`config.mk`:
```
export PLATFORM = sky130hd
export DESIGN_NAME = id_ex_hazard_reg
export DESIGN_NICKNAME = d
export VERILOG_FILES = /design/src/rtl/id_ex_hazard_reg.sv
export SDC_FILE = /design/constraint.sdc
export NUM_CORES = 1
export LEC_CHECK = 0
export CAP_MARGIN = 30
export CORE_ASPECT_RATIO = 1.5
export CORE_UTILIZATION = 42
export DETAILED_ROUTE_END_ITERATION = 16
export PLACE_DENSITY_LB_ADDON = 0.3
export SLEW_MARGIN = 20
export SYNTH_ARGS = -nofsm -noshare
export SYNTH_HDL_FRONTEND = slang
export SYNTH_SLANG_ARGS = --single-unit
```
`constraint.sdc`:
```
create_clock -name clk -period 2.41 [get_ports clk]
set_input_delay 0.241 -clock clk [delete_from_list [all_inputs] [get_ports clk]]
set_output_delay 0.241 -clock clk [all_outputs]
set_load 0.03 [all_outputs]
```
`src/rtl/id_ex_hazard_reg.sv`:
```
// ID/EX pipeline register with load-use hazard detection.
// Captures decoded operands and control from ID. It inserts a bubble and
// raises stall when the instruction in ID reads the destination of a load
// that is now in EX. A taken branch squashes ID, and a MEM stall freezes the
// register. reg_write is cleared for rd == x0, so the forwarding unit never
// matches x0.
module id_ex_hazard_reg #(
    parameter int XLEN  = 32,
    parameter int CNT_W = 16
) (
    input  logic             clk,
    input  logic             rst_n,
    input  logic             if_id_valid,
    input  logic [XLEN-1:0]  if_id_pc,
    input  logic [XLEN-1:0]  if_id_imm,
    input  logic [4:0]       if_id_rs1_idx,
    input  logic [4:0]       if_id_rs2_idx,
    input  logic             if_id_rs1_used,
    input  logic             if_id_rs2_used,
    input  logic [4:0]       if_id_rd_idx,
    input  logic             if_id_reg_write,
    input  logic             if_id_mem_read,
    input  logic             if_id_mem_write,
    input  logic [XLEN-1:0]  rs1_data,
    input  logic [XLEN-1:0]  rs2_data,
    input  logic             ex_flush,
    input  logic             mem_stall,
    output logic             id_ex_valid,
    output logic [XLEN-1:0]  id_ex_pc,
    output logic [XLEN-1:0]  id_ex_imm,
    output logic [XLEN-1:0]  id_ex_rs1_data,
    output logic [XLEN-1:0]  id_ex_rs2_data,
    output logic [4:0]       id_ex_rs1_idx,
    output logic [4:0]       id_ex_rs2_idx,
    output logic [4:0]       id_ex_rd_idx,
    output logic             id_ex_reg_write,
    output logic             id_ex_mem_read,
    output logic             id_ex_mem_write,
    output logic             stall,
    output logic [CNT_W-1:0] load_use_cnt
);

    localparam logic [CNT_W-1:0] CNT_MAX = '1;
    localparam logic [CNT_W-1:0] CNT_ONE = CNT_W'(1);

    logic load_in_ex;
    logic rs1_hit;
    logic rs2_hit;
    logic hazard;

    // Load-use detection: a live load in EX writes a register that ID reads.
    always_comb begin
        // NOTE: every always_comb output gets a default first, so no path can leave it unassigned and infer a latch.
        load_in_ex = 1'b0;
        rs1_hit    = 1'b0;
        rs2_hit    = 1'b0;
        hazard     = 1'b0;

        load_in_ex = id_ex_valid & id_ex_mem_read & (id_ex_rd_idx != 5'd0);
        rs1_hit    = if_id_rs1_used & (if_id_rs1_idx == id_ex_rd_idx);
        rs2_hit    = if_id_rs2_used & (if_id_rs2_idx == id_ex_rd_idx);
        hazard     = load_in_ex & if_id_valid & (rs1_hit | rs2_hit);
    end

    // A taken branch suppresses the stall because the dependent instruction is squashed anyway.
    assign stall = mem_stall | (hazard & ~ex_flush);

    // Pipeline register: reset, then hold on a MEM stall, then bubble on a flush or hazard, otherwise capture.
    always_ff @(posedge clk) begin
        // NOTE: sequential state uses non-blocking assignments only, so every register samples pre-edge values.
        if (!rst_n) begin
            id_ex_valid     <= 1'b0;
            id_ex_pc        <= '0;
            id_ex_imm       <= '0;
            id_ex_rs1_data  <= '0;
            id_ex_rs2_data  <= '0;
            id_ex_rs1_idx   <= 5'd0;
            id_ex_rs2_idx   <= 5'd0;
            id_ex_rd_idx    <= 5'd0;
            id_ex_reg_write <= 1'b0;
            id_ex_mem_read  <= 1'b0;
            id_ex_mem_write <= 1'b0;
            load_use_cnt    <= '0;
        end else if (!mem_stall) begin
            if (ex_flush || hazard) begin
                // Bubble: kill control and indices. pc, imm and data keep their
                // old values so that the datapath does not toggle.
                id_ex_valid     <= 1'b0;
                id_ex_rs1_idx   <= 5'd0;
                id_ex_rs2_idx   <= 5'd0;
                id_ex_rd_idx    <= 5'd0;
                id_ex_reg_write <= 1'b0;
                id_ex_mem_read  <= 1'b0;
                id_ex_mem_write <= 1'b0;
                // Only a real load-use bubble counts. A flush that hides a hazard does not count.
                if (!ex_flush && (load_use_cnt != CNT_MAX)) begin
                    load_use_cnt <= load_use_cnt + CNT_ONE;
                end
            end else begin
                id_ex_valid     <= if_id_valid;
                id_ex_pc        <= if_id_pc;
                id_ex_imm       <= if_id_imm;
                id_ex_rs1_data  <= rs1_data;
                id_ex_rs2_data  <= rs2_data;
                id_ex_rs1_idx   <= if_id_rs1_idx;
                id_ex_rs2_idx   <= if_id_rs2_idx;
                id_ex_rd_idx    <= if_id_rd_idx;
                id_ex_reg_write <= if_id_reg_write & (if_id_rd_idx != 5'd0) & if_id_valid;
                id_ex_mem_read  <= if_id_mem_read & if_id_valid;
                id_ex_mem_write <= if_id_mem_write & if_id_valid;
            end
        end
    end

endmodule

```
Word-level counts from Yosys, hierarchy flattened
Cells that the tools add are included.
{ "op_classes": {"addsub": 1, "eq_ne": 3, "mux": 7, "bitwise": 16, "n_reduce_logical": 7} }
{ "ops": {"columns": ["operator", "n"], "rows": [
  ["$add A16 B1 Y16 const B", 1],
  ["$ne A16 B16 Y1 const B", 1],
  ["$mux W5", 3],
  ["$and A1 B1 Y1", 11],
  ["$eq A5 B5 Y1", 2],
  ["$reduce_bool A5 Y1", 2],
  ["$mux W1", 4],
  ["$not A1 Y1", 3],
  ["$reduce_and A3 Y1", 1],
  ["$or A1 B1 Y1", 2],
  ["$reduce_and A2 Y1", 1],
  ["$logic_and A1 B1 Y1", 1],
  ["$logic_not A1 Y1", 1],
  ["$logic_or A1 B1 Y1", 1]
]} }
{ "word_totals": {"regBits": 163, "out_inout_bits": 164, "elab_cells": 46} }

Longest topological paths before layout
Gate-level depths: netlist of run 1.
{ "depth": {"ltp_word": 7, "depth_mapped": 7} }

Worst setup path before layout of run 1
No wires, ideal clock.
{ "synth_path": {"kind": "flip-flop to output port", "start": "register id_ex_rd_idx[3]", "end": "output port stall", "t_arrival_ps": 2248, "required_ps": 2169, "slack_ps": -79, "path_stages_with_launch": 7, "path_buffers": 2, "cell_sequence": "dfxtp_1 -> xor2_1 -> nor4_2 -> a32oi_2 -> buf_6 -> buf_6 -> o31ai_1"} }
{ "synth_between": {"elab_chain_len": 6} }
{ "synth_rtl": {"columns": ["element", "line", "text"], "rows": [
  ["from (decl)", "35", "output logic [4:0] id_ex_rd_idx,"],
  ["from (signal assigned)", "107", "id_ex_rd_idx <= if_id_rd_idx;"],
  ["$eq A5 B5 Y1 (tied with other cells)", "60", "rs1_hit = if_id_rs1_used & (if_id_rs1_idx == id_ex_rd_idx);"],
  ["$and A1 B1 Y1 (on tied branches)", "60, 59, 61", null],
  ["$or A1 B1 Y1 or $and A1 B1 Y1 (tied branches)", "62", "hazard = load_in_ex & if_id_valid & (rs1_hit | rs2_hit);"],
  ["$and A1 B1 Y1 *", "62", null],
  ["$and A1 B1 Y1 *", "66", "assign stall = mem_stall | (hazard & ~ex_flush);"],
  ["$or A1 B1 Y1 *", "66", null],
  ["to (decl)", "39", "output logic stall,"]
]} }
Mark *: on every way between the ends. The rest lies on a longest branch, timed or not.

Worst setup path in the final report of run 1
{ "layout_path": {"start": "register id_ex_rd_idx[0]", "end": "output port stall"} }
The elaborated chain is that of the path after synthesis.

==> out/metrics.csv, run 1 <==
stage,metric,value,unit
clocking,path_clk_slew,0.07,ns
detailed_routing,post_drt_wl_per_cell,14.9,um
logic_synthesis,ys.warnings.count,0,
logic_synthesis,synth.area.top_cells,"dfxtp_1 (47%), mux2i_1 (19%), nand2_1 (15%), buf_12 (3.7%), clkbuf_1 (2.2%)",
detailed_routing,drcViolationCount,0,
global_route,antenna_found_initial,0,
sta,hold_slack,0.358,ns
clocking,cts_tree,done,
die,die_w,107,um
sta,period_share,0.976,
placed_design,place_congestion,0.812,
clocking,clock_latency,0.43,ns
layout,multiInputGateArea,3240,um^2
worst_setup_path,cp_max_fo,28,
logic_synthesis,ys_seq_elements,163,
placed_design,place_hpwl,14100,um
logic_synthesis,ys_types,36,
sta,finalHoldViolCount,0,
layout,layout.nets,1224,
global_route,track_usage,0.226,
logic_synthesis,synthCells,763,
sta,rsz0062_at_grt,false,
detailed_routing,ant_nets,0,
sta,drv_slew,0,
logic_synthesis,ys_seq_area_frac,0.468,
global_route,grt_pass1_wl,30200,um
sta,worst_pin_slew,0.774,ns
worst_setup_path,crit_path_max_incr_delay,0.39,ns
layout,seq_area,3270,um^2
worst_setup_path,critical_path.cell_chain,"xor2_1, nor4_2, a32oi_2, buf_12, o31ai_2, buf_4",
die,rows,57,
detailed_routing,vias,6277,
sta,min_period,2.35,ns
clocking,clockRootBuffer,clkbuf_16,
layout,nFillCells,1317,
run_status,status,"complete, no violations",
global_route,grt_max_degree,76,
clocking,cts_buffers,17,
worst_setup_path,crit_arrival,2.11,ns
sta,tns,0,ns
sta,fin_worst_skew,0.0135,ns
sta,fmax,0.425,GHz
logic_synthesis,netlist_area,6980,um^2
hold_path,hp-class,input port to register,
detailed_routing,dr.pass1.iters,4,
sta,setup_ws,0.0585,ns
worst_setup_path,cp-end-kind,primary output,
pwr,vdd_drop_max,352,uV
worst_setup_path,crit_slowest_cell,nor4_2,
worst_setup_path,crit_type,register to primary output,
worst_setup_path,startpoint_type,register,
pwr,p_per_area,609,nW/um^2
logic_synthesis,syn_nets,917,
die,core_area,16200,um^2
layout,antenna_cells,0,
placed_design,placed_area,10400,um^2
detailed_routing,vias_per_cell,4.87,
pwr,p_leak,4.69,nW
worst_setup_path,cp_top_family,buffers and inverters,
layout,design_area,10900,um^2
die,chipHeight,160,um
global_route,grt_overflow_total,0,
layout,area_growth,56.7,%
die,start_util,0.431,
sta,slew_headroom,0.483,
die,num_io_pins,317,
logic_synthesis,synth.largest_area_cell,dfxtp_1,
placed_design,dp_slack,0.0232,ns
worst_setup_path,crit_buf_inv,2,
clocking,clkSinkCount,163,
detailed_routing,wirelength,19200,um
pwr,fin_total_pwr,6.66,mW
logic_synthesis,synth_top_area_frac,0.468,
layout,drive_above_1_share,0.0693,
sta,finalSetupViolations,0,
global_route,grt_pass1_vias,6020,
clocking,ctsHtreeMaxLevel,4,
detailed_routing,dr.first_iter.drc_count,228,
job,cap_violations,0,
die,dieArea,17100,um^2
worst_setup_path,required,2.17,ns
logic_synthesis,syn_area_per_cell,9.15,um^2
placed_design,placement.io_buffers,316,
clocking,clockBufferDepth,2,
[path summary, 6_finish.rpt]
kind / from / end / slack (ns) / depth (start not counted)
worst max-delay path: id_ex_rd_idx[0]$_SDFFE_PN0N_ / stall / 0.06 / 6
worst min-delay path: rs2_data[21] / id_ex_rs2_data[21]$_SDFFE_PN0P_ / 0.36 / 3
worst max register to register: id_ex_rd_idx[0]$_SDFFE_PN0N_ / id_ex_imm[25]$_SDFFE_PN0P_ / 0.29 / 8
worst min register to register: id_ex_rs2_data[5]$_SDFFE_PN0P_ / id_ex_rs2_data[5]$_SDFFE_PN0P_ / 0.46 / 2
[where the power goes]
part	switching (mW)	leakage (nW)	internal (mW)
registers	0.0670	1.33	2.82
clock network	1.21	0.274	1.38
logic	0.585	3.09	0.603
total	1.86	4.69	4.80
[placed cells by master, fill, tap and decap left out, types with 6 or more instances in the layout]
cell / netlist / final
clkdlybuf4s50_1: 0 / 314
xor2_1: 8 / 8
o311ai_1: 8 / 8
inv_6: 0 / 6
dfxtp_1: 163 / 159
nand2_1: 280 / 280
buf_4: 1 / 16
nand2b_1: 13 / 13
o21ai_0: 20 / 20
nand3_1: 28 / 28
o41ai_1: 8 / 8
clkbuf_16: 0 / 17
mux2i_1: 133 / 133
buf_12: 13 / 16
[through the flow]
stage | util | instances
after floorplan | - | 763
after global placement | 0.640 | 1256
after detailed placement | 0.640 | 1256
after CTS | 0.675 | 1288
after global routing | 0.675 | 1289
final | 0.675 | 1289
[flip-flops by register name, indices dropped and copies added, names as in the netlist]
register	cells
id_ex_imm	32
id_ex_pc	32
id_ex_rs1_data	32
id_ex_rs2_data	32
load_use_cnt	16
id_ex_rd_idx	5
id_ex_rs1_idx	5
id_ex_rs2_idx	5
id_ex_mem_read	1
id_ex_mem_write	1
id_ex_reg_write	1
id_ex_valid	1
[cells by family after synthesis]
logic type,after synthesis,share of synthesized area
compound gates,47,0.0493
xor+xnor,10,0.0126
fa+ha+maj,1,0.00179
buf+inv,62,0.0696
flops,163,0.468
mux,133,0.191
simple gates,347,0.208
[cell usage after synthesis, drive strengths merged]
| library cell | n |
|---|---|
| a21oi | 4 |
| a32oi | 1 |
| and2 | 3 |
| and3 | 2 |
| and4 | 1 |
| buf | 19 |
| clkbuf | 40 |
| dfxtp | 163 |
| ha | 1 |
| inv | 3 |
| mux2i | 133 |
| nand2 | 280 |
| nand2b | 13 |
| nand3 | 28 |
| nand4 | 4 |
| nand4bb | 1 |
| nor2 | 3 |
| nor3 | 1 |
| nor3b | 2 |
| nor4 | 4 |
| nor4b | 1 |
| o21ai | 23 |
| o311ai | 9 |
| o31ai | 2 |
| o41ai | 8 |
| or3 | 2 |
| or3b | 1 |
| or4 | 1 |
| xnor2 | 2 |
| xor2 | 8 |
[worst min-delay path, delay by kind of cell]
| family | cells | cell delay, ns |
|---|---|---|
| and+or+nand+nor | 1 | 0.05 |
| buffers and inverters | 1 | 0.39 |
| muxes | 1 | 0.05 |
[repair_timing]
action                                  CTS  global route
endpoints found under the setup margin    1             1
resized for setup                         2             3
setup buffers                             0             1
hold buffers                              0             0
pin swaps                                 0             2
cloned                                    0             0
[routing by layer]
metal	up-vias	wire, um	part of all wire	track usage
met3	35	1330	0.069	0.0678
met4	0	567	0.029	0.0984
li1	3151	-	-	-
met2	208	10100	0.52	0.402
met1	2883	7280	0.38	0.242
met5	-	0	0	0
[area by class of cell]
cell class,instances,share of cell area
clock buffer,19,0.0405
clock inverter,13,0.0104
inverter,3,0.00103
multi-input combinational,538,0.297
sequential,163,0.299
tap,206,0.0236
timing repair buffer,347,0.329
Note: power is estimated with default switching activity, not from simulation.
==> inputs of run 2 (changes only) <==
==> constraint.sdc (replaced) <==
create_clock -name clk -period 2.39 [get_ports clk]
set_input_delay 0.239 -clock clk [delete_from_list [all_inputs] [get_ports clk]]
set_output_delay 0.239 -clock clk [all_outputs]
set_load 0.03 [all_outputs]
==> run 2 against run 1 <==
Effect of this change: sequential cell count unchanged; total power rose by 5.1%; combinational power about the same; clock-buffer cell count is 2 lower; clock power rose by 12%; register-to-register slack barely moved; first-iteration DRC count is 2.2% higher; sequential power about the same; critical path type unchanged.
==> out/metrics.csv, run 2 (same netlist as run 1, synthesis figures left out) <==
stage,metric,value,unit,change
die,core_area,16200,um^2,unchanged
pwr,p_per_area,636,nW/um^2,+4.3%
detailed_routing,dr.pass1.iters,4,,unchanged
clocking,cts-hold-fix-buffers,0,,unchanged
sta,rsz0062_at_grt,false,,
global_route,grt_pass1_wl,30000,um,-0.77%
die,num_io_pins,317,,unchanged
worst_setup_path,critical_path.cell_chain,"xor2_1, nor4_2, a32oi_2, buf_12, o31ai_2, buf_4",,
worst_setup_path,rrSetupSlack,0.30,ns,about the same
hold_path,holdCritStartpoint,if_id_imm[0],,
run_status,status,"complete, no violations",,
sta,finalHoldViolCount,0,,unchanged
placed_design,place_hpwl,14100,um,-0.27%
sta,fmax,0.441,GHz,
layout,mostFrequentLayoutCells,"clkdlybuf4s50_1 (314), nand2_1 (280), dfxtp_1 (160)",,
sta,finalSetupViolations,0,,unchanged
global_route,grt_overflow_total,0,,unchanged
worst_setup_path,cp-end-kind,primary output,,
worst_setup_path,crit_path_max_incr_delay,0.35,ns,-0.04 ns
die,start_util,0.431,,unchanged
placed_design,placed_area,10300,um^2,-0.14%
worst_setup_path,reg2reg_depth,8,,unchanged
layout,drive_above_1_share,0.0693,,unchanged
worst_setup_path,crit_slowest_cell,dfxtp_2,,
clocking,clockBufferDepth,2,,unchanged
clocking,cts_buffers,17,,unchanged
placed_design,dp.cells,1254,,-0.16%
pwr,p_int,5.13,mW,+6.9%
sta,hold_slack,0.366,ns,+0.00827 ns
placed_design,place_congestion,0.821,,+1.1%
worst_setup_path,startpoint_type,register,,
pwr,seq_power_share,0.415,,-0.018
die,rows,57,,unchanged
sta,tns,0,ns,unchanged
placed_design,placement.io_buffers,316,,unchanged
pwr,p_comb_frac,0.171,,-0.007
global_route,grt_max_degree,73,,-3.9%
hold_path,whs_path_depth,3,,unchanged
pwr,clkPwrFrac,0.414,,+0.025
die,dieArea,17100,um^2,unchanged
pwr,p_sw,1.87,mW,+0.60%
pwr,vdd_drop_max,438,uV,+25%
hold_path,hold_path_end,id_ex_imm[0]$_SDFFE_PN0P_,,
worst_setup_path,cp_max_fo,5,,-82%
clocking,clockRootBuffer,clkbuf_16,,
clocking,clkSinkCount,163,,unchanged
sta,period_share,0.949,,
worst_setup_path,cp_top_family,compound AO/OA/AOI/OAI gates,,
layout,layout.nets,1225,,+0.082%
clocking,clock_latency,0.42,ns,about the same
worst_setup_path,crit_buf_inv,2,,unchanged
job,cap_violations,0,,unchanged
sta,slew_headroom,0.448,,-0.0349
worst_setup_path,crit_type,register to primary output,,
sta,worst_pin_slew,0.827,ns,+0.0522 ns
detailed_routing,vias,6280,,+0.048%
layout,area_growth,57.9,%,
pwr,fin_total_pwr,7.01,mW,+5.1%
global_route,antenna_found_initial,0,,unchanged
hold_path,hp-class,input port to register,,
detailed_routing,ant_nets,0,,unchanged
worst_setup_path,crit_arrival,2.03,ns,-0.08 ns
clocking,path_clk_slew,0.07,ns,about the same
detailed_routing,drcViolationCount,0,,unchanged
detailed_routing,dr.first_iter.drc_count,233,,+2.2%
worst_setup_path,r2r-end,id_ex_rs2_data[13]$_SDFFE_PN0P_,,
clocking,cts_tree,done,,
detailed_routing,wirelength,19400,um,+0.90%
worst_setup_path,required,2.15,ns,-0.02 ns
detailed_routing,vias_per_cell,4.87,,about the same
die,chipHeight,160,um,unchanged
clocking,ctsHtreeMaxLevel,4,,unchanged
sta,drv_slew,0,,unchanged
layout,final_common_cell,clkdlybuf4s50_1,,
worst_setup_path,rr_startpoint,id_ex_rd_idx[1]$_SDFFE_PN0N_,,
layout,antenna_cells,0,,unchanged
die,die_w,107,um,unchanged
global_route,track_usage,0.224,,-0.00147
layout,final-instance-count-excl-fill,1289,,unchanged
pwr,p_leak,4.74,nW,+1.0%
sta,min_period,2.27,ns,
detailed_routing,post_drt_wl_per_cell,15.1,um,+0.90%
sta,fin_worst_skew,0.0116,ns,-0.00198 ns
layout,design_area,11000,um^2,+0.78%
global_route,grt_pass1_vias,6085,,+1.1%
pwr,p_sw_frac,0.267,,-0.0120
run 2: changes by cell type in the layout (fill, tap and decap cells not counted):
cell / previous run / this run
dfxtp_2: 4 / 3
clkbuf_16: 17 / 18
clkbuf_8: 2 / 1
clkinvlp_4: 1 / 0
inv_6: 6 / 5
bufinv_16: 0 / 3
dfxtp_1: 159 / 160
inv_8: 2 / 4
clkinv_4: 3 / 1
clkbuf_1: 1 / 0
run 2: cell type report:
class,instances,area [um^2]
clock buffer,17,425
clock inverter,14,193
fill,1300,5170
inverter,3,11.3
multi-input combinational,538,3240
sequential,163,3270
tap,206,258
timing repair buffer,348,3620
run 2: worst max-delay path by stage:
| stage | cells after the start | start | endpoint |
|---|---|---|---|
| after floorplan | 6 | id_ex_rd_idx[3]$_SDFFE_PN0N_ | stall |
| after global placement | 8 | if_id_rs2_idx[4] | id_ex_imm[26]$_SDFFE_PN0P_ |
| after detailed placement | 8 | if_id_rs2_idx[4] | id_ex_pc[24]$_SDFFE_PN0P_ |
| after CTS | 6 | id_ex_rd_idx[3]$_SDFFE_PN0N_ | stall |
| after global routing | 6 | id_ex_rd_idx[1]$_SDFFE_PN0N_ | stall |
| final | 6 | id_ex_rd_idx[1]$_SDFFE_PN0N_ | stall |
run 2: worst register-to-register path, cell delays in order, from the launching register on:
cell     delay, ns
dfxtp_2       0.35
xor2_1        0.17
nor4_2        0.31
a32oi_2       0.20
buf_4         0.18
o21ai_4       0.21
buf_12        0.20
buf_12        0.17
mux2i_1       0.21
run 2: power groups by stage:
stage	logic (mW)	registers [mW]	clock network [mW]
2_1_floorplan	0.376	3.20	0
3_3_place_gp	1.19	2.96	0
3_5_place_dp	1.20	2.96	0
4_1_cts	1.20	2.91	2.97
5_1_grt	1.27	2.92	3.09
6_report	1.20	2.91	2.90
run 2: stage by stage:
stage	utilization	setup WS, ns
2_1_floorplan	-	0.156
3_3_place_gp	0.639	0.0636
3_5_place_dp	0.639	0.0264
4_1_cts	0.677	0.00492
5_1_grt	0.681	0.00730
6_report	0.681	0.122
run 2: timing repair:
| item | 4_1_cts | 5_1_grt |
|---|---|---|
| pin swaps | 0 | 2 |
| cloned | 0 | 1 |
| setup buffers | 0 | 3 |
| endpoints found under the setup margin | 1 | 1 |
| resized for setup | 2 | 2 |
run 2: metal layers:
layer	global-route usage	vias up	routed length, um
li1	-	3157	-
met4	0.0909	0	470
met1	0.233	2888	7400
met2	0.412	208	10200
met3	0.0673	27	1300
met5	0	-	0
